**src/rtl/syscall_unit_pkg.sv**
```systemverilog
// Shared service codes and FSM state type for the syscall unit.
package syscall_unit_pkg;

  localparam logic [31:0] SYS_PRINT_INT = 32'd1;
  localparam logic [31:0] SYS_EXIT      = 32'd10;
  localparam logic [31:0] SYS_PRINT_HEX = 32'd34;

  typedef enum logic [1:0] {
    IDLE   = 2'd0,
    PRINT  = 2'd1,
    HALTED = 2'd2
  } state_t;

  function automatic logic is_print_code(input logic [31:0] code);
    return (code == SYS_PRINT_INT) || (code == SYS_PRINT_HEX);
  endfunction

endpackage

```
**src/rtl/syscall_unit_sat_counter.sv**
```systemverilog
// Saturating up-counter used for the completed-syscall count.
module sat_counter #(
  parameter int W = 16
) (
  input  logic         clk,
  input  logic         rst,
  input  logic         inc,
  output logic [W-1:0] count
);

  always_ff @(posedge clk or posedge rst) begin
    if (rst) begin
      count <= '0;
    end else if (inc && (count != '1)) begin
      count <= count + W'(1);
    end
  end

endmodule

```
**src/rtl/syscall_unit.sv**
```systemverilog
// Execute-stage syscall handler: print handshake, program exit, stall control.
// Define SYSCALL_COUNT_EN to build the saturating sys_count counter.
module syscall_unit
  import syscall_unit_pkg::*;
#(
  parameter int COUNT_W = 16
) (
  input  logic               clk,
  input  logic               rst,
  input  logic               is_syscall,
  input  logic               inst_valid,
  input  logic [31:0]        v0,
  input  logic [31:0]        a0,
  input  logic               disp_ready,
  output logic               disp_valid,
  output logic [31:0]        disp_data,
  output logic               stall,
  output logic               halted,
  output logic [COUNT_W-1:0] sys_count
);

  state_t state;
  logic   trigger;
  logic   blocking_code;

  assign trigger       = is_syscall && inst_valid && (state == IDLE);
  assign blocking_code = is_print_code(v0) || (v0 == SYS_EXIT);

  // Gated by rst so the pipeline is never frozen while the unit is held in reset.
  assign stall = !rst && ((state != IDLE) || (trigger && blocking_code));

  assign disp_valid = (state == PRINT);
  assign halted     = (state == HALTED);

  // NOTE: sequential state uses non-blocking assignments so every flop samples pre-edge values.
  always_ff @(posedge clk or posedge rst) begin
    if (rst) begin
      state     <= IDLE;
      disp_data <= '0;
    end else begin
      unique case (state)
        IDLE: begin
          if (trigger) begin
            if (v0 == SYS_EXIT) begin
              state <= HALTED;
            end else if (is_print_code(v0)) begin
              state     <= PRINT;
              disp_data <= a0;
            end
          end
        end
        PRINT: begin
          if (disp_ready) state <= IDLE;
        end
        HALTED:  state <= HALTED;
        default: state <= IDLE;
      endcase
    end
  end

`ifdef SYSCALL_COUNT_EN
  logic count_inc;

  // Halt and unknown codes finish on the trigger edge; prints finish on the handshake.
  assign count_inc = (trigger && !is_print_code(v0)) || ((state == PRINT) && disp_ready);

  sat_counter #(.W(COUNT_W)) u_sat_counter (
    .clk   (clk),
    .rst   (rst),
    .inc   (count_inc),
    .count (sys_count)
  );
`else
  assign sys_count = '0;
`endif

endmodule

```
**config.mk**
```make
export PLATFORM = sky130hd
export DESIGN_NAME = syscall_unit
export DESIGN_NICKNAME = d
export VERILOG_FILES = /design/src/rtl/syscall_unit_pkg.sv /design/src/rtl/syscall_unit_sat_counter.sv /design/src/rtl/syscall_unit.sv
export SDC_FILE = /design/constraint.sdc
export NUM_CORES = 1
export LEC_CHECK = 0
export ABC_AREA = 0
export CAP_MARGIN = 20
export CORE_MARGIN = 1
export CORE_UTILIZATION = 60
export DETAILED_ROUTE_END_ITERATION = 10
export DONT_BUFFER_PORTS = 1
export MAX_ROUTING_LAYER = met4
export PLACE_DENSITY_LB_ADDON = 0.08
export SLEW_MARGIN = 30
export SYNTH_ARGS = -nofsm -noshare
export SYNTH_HDL_FRONTEND = slang
export SYNTH_SLANG_ARGS = --single-unit
```
**constraint.sdc**
```tcl
create_clock -name clk -period 4.2 [get_ports clk]
set_input_delay 0.84 -clock clk [delete_from_list [all_inputs] [get_ports clk]]
set_output_delay 0.84 -clock clk [all_outputs]
set_load 0.01 [all_outputs]
```
==> results of run 1 <==
## power groups by stage
| stage | Clock, uW | Sequential [uW] | Combinational, uW |
|---|---|---|---|
| final | 169 | 327 | 19.0 |
| after global routing | 190 | 327 | 21.2 |
| after CTS | 175 | 327 | 19.2 |
| after detailed placement | 0 | 334 | 19.1 |
| after global placement | 0 | 334 | 18.8 |
| after floorplan | 0 | 334 | 27.5 |
## metrics by stage
stage	worst slack [ns]	instances	instance area [um^2]
6_report	1.41	154	1740
2_1_floorplan	1.58	133	1780
3_3_place_gp	1.51	148	1690
5_1_grt	1.32	154	1740
3_5_place_dp	1.41	148	1690
4_1_cts	1.40	154	1740
## worst max-delay path by stage
stage	startpoint	end	slack [ns]	cells past startpoint
after global routing	v0[4]	stall	1.32	4
after global placement	v0[13]	stall	1.51	4
after CTS	v0[4]	stall	1.40	4
final	v0[4]	stall	1.41	4
after detailed placement	v0[4]	stall	1.41	4
after floorplan	v0[4]	stall	1.58	4
## state kept, by name (all words and copies together) (netlist names)
register / flops
state: 2
disp_data: 32
## cell usage after synthesis
library cell,n
buf_4,16
conb_1,1
and3b_2,1
nor4_2,3
a21oi_1,1
nand3_1,2
dfrtp_1,34
nand4bb_1,1
nand4_2,1
o2111ai_1,1
a211oi_1,1
o21a_1,1
nor2_1,3
nor4_1,3
mux2_4,30
nor3b_1,1
o221a_2,1
nand2b_1,1
o21ai_0,1
nor4_4,1
or4_1,2
mux2_2,2
nor3_1,4
inv_1,2
nor2b_1,1
buf_6,3
## cells by family (layout without fill, tap and decap cells)
logic type	Yosys count	count (layout)
buffers and inverters	21	11
and+or+nand+nor	24	24
AOI/OAI and AO/OA	6	6
other	1	16
DFF	34	34
muxes	32	32
## routing by layer
layer,track usage [%],vias to the layer above
met1,21.4,438
li1,-,405
met2,33.6,72
met3,9.37,4
met5,-,-
met4,8.21,0
## layout by cell type, fill, tap and decap left out
cell | synthesis | layout
a211oi_1 | 1 | 1
a21oi_1 | 1 | 1
and3b_2 | 1 | 1
buf_4 | 16 | 3
clkbuf_4 | 0 | 5
clkbuf_8 | 0 | 1
conb_1 | 1 | 16
dfrtp_1 | 34 | 34
inv_1 | 2 | 2
mux2_2 | 2 | 2
mux2_4 | 30 | 30
nand2b_1 | 1 | 1
nand3_1 | 2 | 2
nand4_2 | 1 | 1
nand4bb_1 | 1 | 1
nor2_1 | 3 | 3
nor2b_1 | 1 | 1
nor3_1 | 4 | 4
nor3b_1 | 1 | 1
nor4_1 | 3 | 3
nor4_2 | 3 | 3
nor4_4 | 1 | 1
o2111ai_1 | 1 | 1
o21a_1 | 1 | 1
o21ai_0 | 1 | 1
o221a_2 | 1 | 1
or4_1 | 2 | 2
## cell type report
cell class                      count  area share, %
Clock buffer                        6           2.95
Inverter                            2          0.432
Multi-Input combinational cell     78           44.1
Sequential cell                    34           49.0
Tap cell                           31           2.23
Timing Repair Buffer                3           1.30
==> results.sh, run 1 <==
export IMPL_clock_path_buffers=2
export IMPL_crit_reg2reg_launch="state[0]$_DFFE_PP0P_"
export IMPL_grt_overflow_total=0
export IMPL_syn_to_final_growth_pct=0.872
export IMPL_cts_sinks=34
export IMPL_period_share_pct=66.4
export IMPL_crit_fanout=3
export IMPL_multiInputGateArea_um2=766
export IMPL_ios=120
export IMPL_drive_above_1_share_pct=39.0
export IMPL_top_layer="met4"
export IMPL_grt_pass1_wl_um=4590
export IMPL_cts_resized=0
export IMPL_cts_htree_levels=2
export IMPL_cp_top_family="simple AND/OR/NAND/NOR gates"
export IMPL_cp_num_buf_inv=0
export IMPL_wire_per_inst_um=19.0
export IMPL_cp_arrival_ns=1.95
export IMPL_finalHoldViolCount=0
export IMPL_synth_top_family_by_area="multiplexers"
export IMPL_drc=0
export IMPL_numCtsBuffers=5
export IMPL_drt_wl_total_um=2930
export IMPL_avgSynthCellArea_um2=14.6
export IMPL_synth_area_mm2=0.00172
export IMPL_cp_cell_sequence="nor3_1 -> nand3_1 -> o221a_2 -> nor3_1"
export IMPL_synth_top_cells_by_area="dfrtp_1 49%, mux2_4 26%, buf_4 7.0%"
export IMPL_cts_tree="yes"
export IMPL_synth_area_mux_share_pct=27.5
export IMPL_seq_area_frac_synth_pct=49.4
export IMPL_p_total_uw=515
export IMPL_dieHeight_um=55.6
export IMPL_post_cts_buffers=0
export IMPL_drtAntennaViolNets=0
export IMPL_first_global_vias=956
export IMPL_cts_hold_fix_buffers=0
export IMPL_route_met2_wl_um=1490
export IMPL_nets=193
export IMPL_io_buffers=0
export IMPL_ys_warn_count=0
export IMPL_regArea_um2=851
export IMPL_synth_adder_area_share_pct=0
export IMPL_seq_power_share_pct=63.6
export IMPL_run_status="finished, final reports clean"
export IMPL_synth_cell_types=26
export IMPL_max_cap_violations=0
export IMPL_ir_drop_mv=0.252
export IMPL_antenna_found_initial=0
export IMPL_vias_per_cell=5.97
export IMPL_via_count=919
export IMPL_netlist_area_leader_share_pct=49.4
export IMPL_synth_compound_area_share_pct=2.62
export IMPL_core_mm2=0.00273
export IMPL_p_comb_share_pct=3.7
export IMPL_grtUsageTotal_pct=20.5
export IMPL_end_kind="output pin"
export IMPL_leakage_uw=0.000844
export IMPL_rsz0062_at_grt="no"
export IMPL_power_switching_uw=108
export IMPL_nFillCells=202
export IMPL_firstDrtPassIters=2
export IMPL_diodes=0
export IMPL_initial_core_util_pct=63.0
export IMPL_yosysTopAreaCell="dfrtp_1"
export IMPL_startpoint_type="input port"
export IMPL_synth_simple_area_share_pct=10.9
export IMPL_whs_ns=0.482
export IMPL_reg2reg_to="disp_data[2]$_DFFE_PP0P_"
export IMPL_crit_top_cell="nor3_1"
export IMPL_fmax_mhz=359
export IMPL_finClkSkew_ns=0.00446
export IMPL_gp_congestion=0.755
export IMPL_power_density_mw_per_mm2=296
export IMPL_drv_slew=0
export IMPL_die_area_mm2=0.00309
export IMPL_min_period_ns=2.79
export IMPL_ctsRootBufferMaster="clkbuf_4"
export IMPL_critPathMaxStageDelay_ns=0.39
export IMPL_crit_type="input port to output pin"
export IMPL_num_rows=19
export IMPL_wl_met1_um=1080
export IMPL_internal_power_uw=407
export IMPL_met3_length_um=313
export IMPL_final_util_pct=63.5
export IMPL_dieWidth_um=55.6
export IMPL_r2r_slack_ns=2.28
export IMPL_setup_tns_ns=0
export IMPL_pwr_share_clk_pct=32.8
export IMPL_clock_latency_ns=0.32
export IMPL_required_ns=3.36
export IMPL_hpwl_um=2170
export IMPL_hold_path_class="input port to async pin"
export IMPL_switching_share_pct=21.0
export IMPL_drt_iter0_markers=39
export IMPL_finalSetupViolCount=0
export IMPL_grt_max_degree=35
export IMPL_path_clk_slew_ns=0.09
export IMPL_cpMaxStageDelayCell="nor3_1"
export IMPL_syn_inst=118
export IMPL_ys_ff_latch=34
export IMPL_synth_xor_area_share_pct=0
export IMPL_reg2reg_depth=5
Power figures use the tool's default switching activity.
==> run 2: changes to the inputs <==
- clock period: 4.2 -> 2.85 ns (I/O delays scaled with it)
==> results.sh, run 2 (synthesis results as in run 1) <==
export IMPL_power_density_mw_per_mm2=444
export IMPL_cp_cell_sequence="nor3_1 -> nand3_1 -> o221a_2 -> nor3_1"
export IMPL_grt_use_met3_pct=8.20
export IMPL_fmax_mhz=460
export IMPL_dieHeight_um=55.6
export IMPL_die_area_mm2=0.00309
export IMPL_dieWidth_um=55.6
export IMPL_min_period_ns=2.17
export IMPL_nFillCells=201
export IMPL_vias_per_cell=6.06
export IMPL_numCtsBuffers=5
export IMPL_ctsRootBufferMaster="clkbuf_4"
export IMPL_post_cts_buffers=0
export IMPL_required_ns=2.28
export IMPL_core_mm2=0.00273
export IMPL_via_count=945
export IMPL_wire_per_inst_um=19.1
export IMPL_cts_resized=0
export IMPL_ios=120
export IMPL_grt_busiest_layer="met2"
export IMPL_use_met1_pct=23.8
export IMPL_period_share_pct=76.2
export IMPL_run_status="finished, final reports clean"
export IMPL_ir_drop_mv=0.324
export IMPL_crit_top_cell="nor3_1"
export IMPL_diodes=0
export IMPL_drtAntennaViolNets=0
export IMPL_max_cap_violations=0
export IMPL_grt_overflow_total=0
export IMPL_cpMaxStageDelayCell="nor3_1"
export IMPL_final_cell_mix="34 x dfrtp_1, 30 x mux2_4, 16 x conb_1"
export IMPL_antenna_found_initial=0
export IMPL_path_clk_slew_ns=0.10
export IMPL_drt_wl_total_um=2980
export IMPL_grt_max_degree=35
export IMPL_cts_tree="yes"
export IMPL_first_global_vias=984
export IMPL_syn_to_final_growth_pct=1.38
export IMPL_layout_commonest_cell="dfrtp_1"
export IMPL_setup_tns_ns=0
export IMPL_initial_core_util_pct=63.0
export IMPL_leakage_uw=0.000850
export IMPL_cts_sinks=34
export IMPL_largestRegisters="disp_data (32), state (2)"
export IMPL_top_register="disp_data"
export IMPL_p_total_uw=775
export IMPL_clock_latency_ns=0.33
export IMPL_largest_register_ffs=32
export IMPL_finalHoldViolCount=0
export IMPL_end_kind="output pin"
export IMPL_critPathMaxStageDelay_ns=0.32
export IMPL_finClkSkew_ns=0.00597
export IMPL_cp_arrival_ns=1.60
export IMPL_hpwl_um=2220
export IMPL_use_met2_pct=33.9
export IMPL_cts_hold_fix_buffers=0
export IMPL_grt_pass1_wl_um=4770
export IMPL_firstDrtPassIters=6
export IMPL_hold_path_class="input port to async pin"
export IMPL_nets=193
export IMPL_num_rows=19
export IMPL_gp_congestion=0.754
export IMPL_drv_slew=0
export IMPL_grtUsageTotal_pct=21.0
export IMPL_drc=0
export IMPL_rsz0062_at_grt="no"
export IMPL_crit_type="input port to output pin"
export IMPL_cts_htree_levels=2
export IMPL_startpoint_type="input port"
export IMPL_finalSetupViolCount=0
export IMPL_crit_fanout=3
export IMPL_drive_above_1_share_pct=39.2
export IMPL_drt_iter0_markers=34
export IMPL_io_buffers=0
export IMPL_clock_path_buffers=2
-- run 2: final timing paths --
check / start / endpoint / slack (ns) / cells after the start
setup / recovery: v0[4] / stall / 0.68 / 4
hold / removal: rst / disp_data[31]$_DFFE_PP0P_ / 0.21 / 2
setup reg to reg: state[0]$_DFFE_PP0P_ / disp_data[31]$_DFFE_PP0P_ / 0.94 / 5
hold reg to reg: state[0]$_DFFE_PP0P_ / state[1]$_DFFE_PP0P_ / 0.56 / 1
max in group asynchronous: rst / disp_data[17]$_DFFE_PP0P_ / 2.33 / 2
min in group clk: a0[4] / disp_data[4]$_DFFE_PP0P_ / 0.38 / 1
-- run 2: critical path: cells and delay by family --
kind,cells,cell delay [ns]
AOI/OAI and AO/OA,1,0.28
and+or+nand+nor,3,0.75
-- run 2: stage by stage --
step	std cells	util (%)	instance area [um^2]	setup WS [ns]	hold WS [ns]
final	156	63.8	1750	0.678	0.213
after global routing	156	63.8	1750	0.573	0.227
after CTS	156	63.8	1750	0.664	0.210
after detailed placement	148	61.6	1690	0.579	0.529
after global placement	148	61.6	1690	0.621	0.521
after floorplan	133	-	1780	0.733	0.472
-- run 2: routing by layer --
metal	wire, um	vias up
met4	38	0
met1	1120	455
li1	-	406
met5	0	-
met3	333	5
met2	1490	79
-- run 2: layout make-up --
| type | instances | area, um^2 | area share, % |
|---|---|---|---|
| clock inverters | 1 | 5.00 | 0.287 |
| well taps | 31 | 38.8 | 2.22 |
| repair buffers | 3 | 22.5 | 1.29 |
| flip-flops and latches | 34 | 851 | 48.7 |
| inverters | 2 | 7.51 | 0.430 |
| clock buffers | 7 | 55.1 | 3.15 |
| multi-input cells | 78 | 766 | 43.9 |
-- run 2: power breakdown --
| group | internal (uW) | switching [uW] | leakage [uW] |
|---|---|---|---|
| Combinational | 6.49 | 21.8 | 0.000344 |
| Clock | 119 | 146 | 0.0000353 |
| Sequential | 482 | 0.00000174 | 0.000470 |
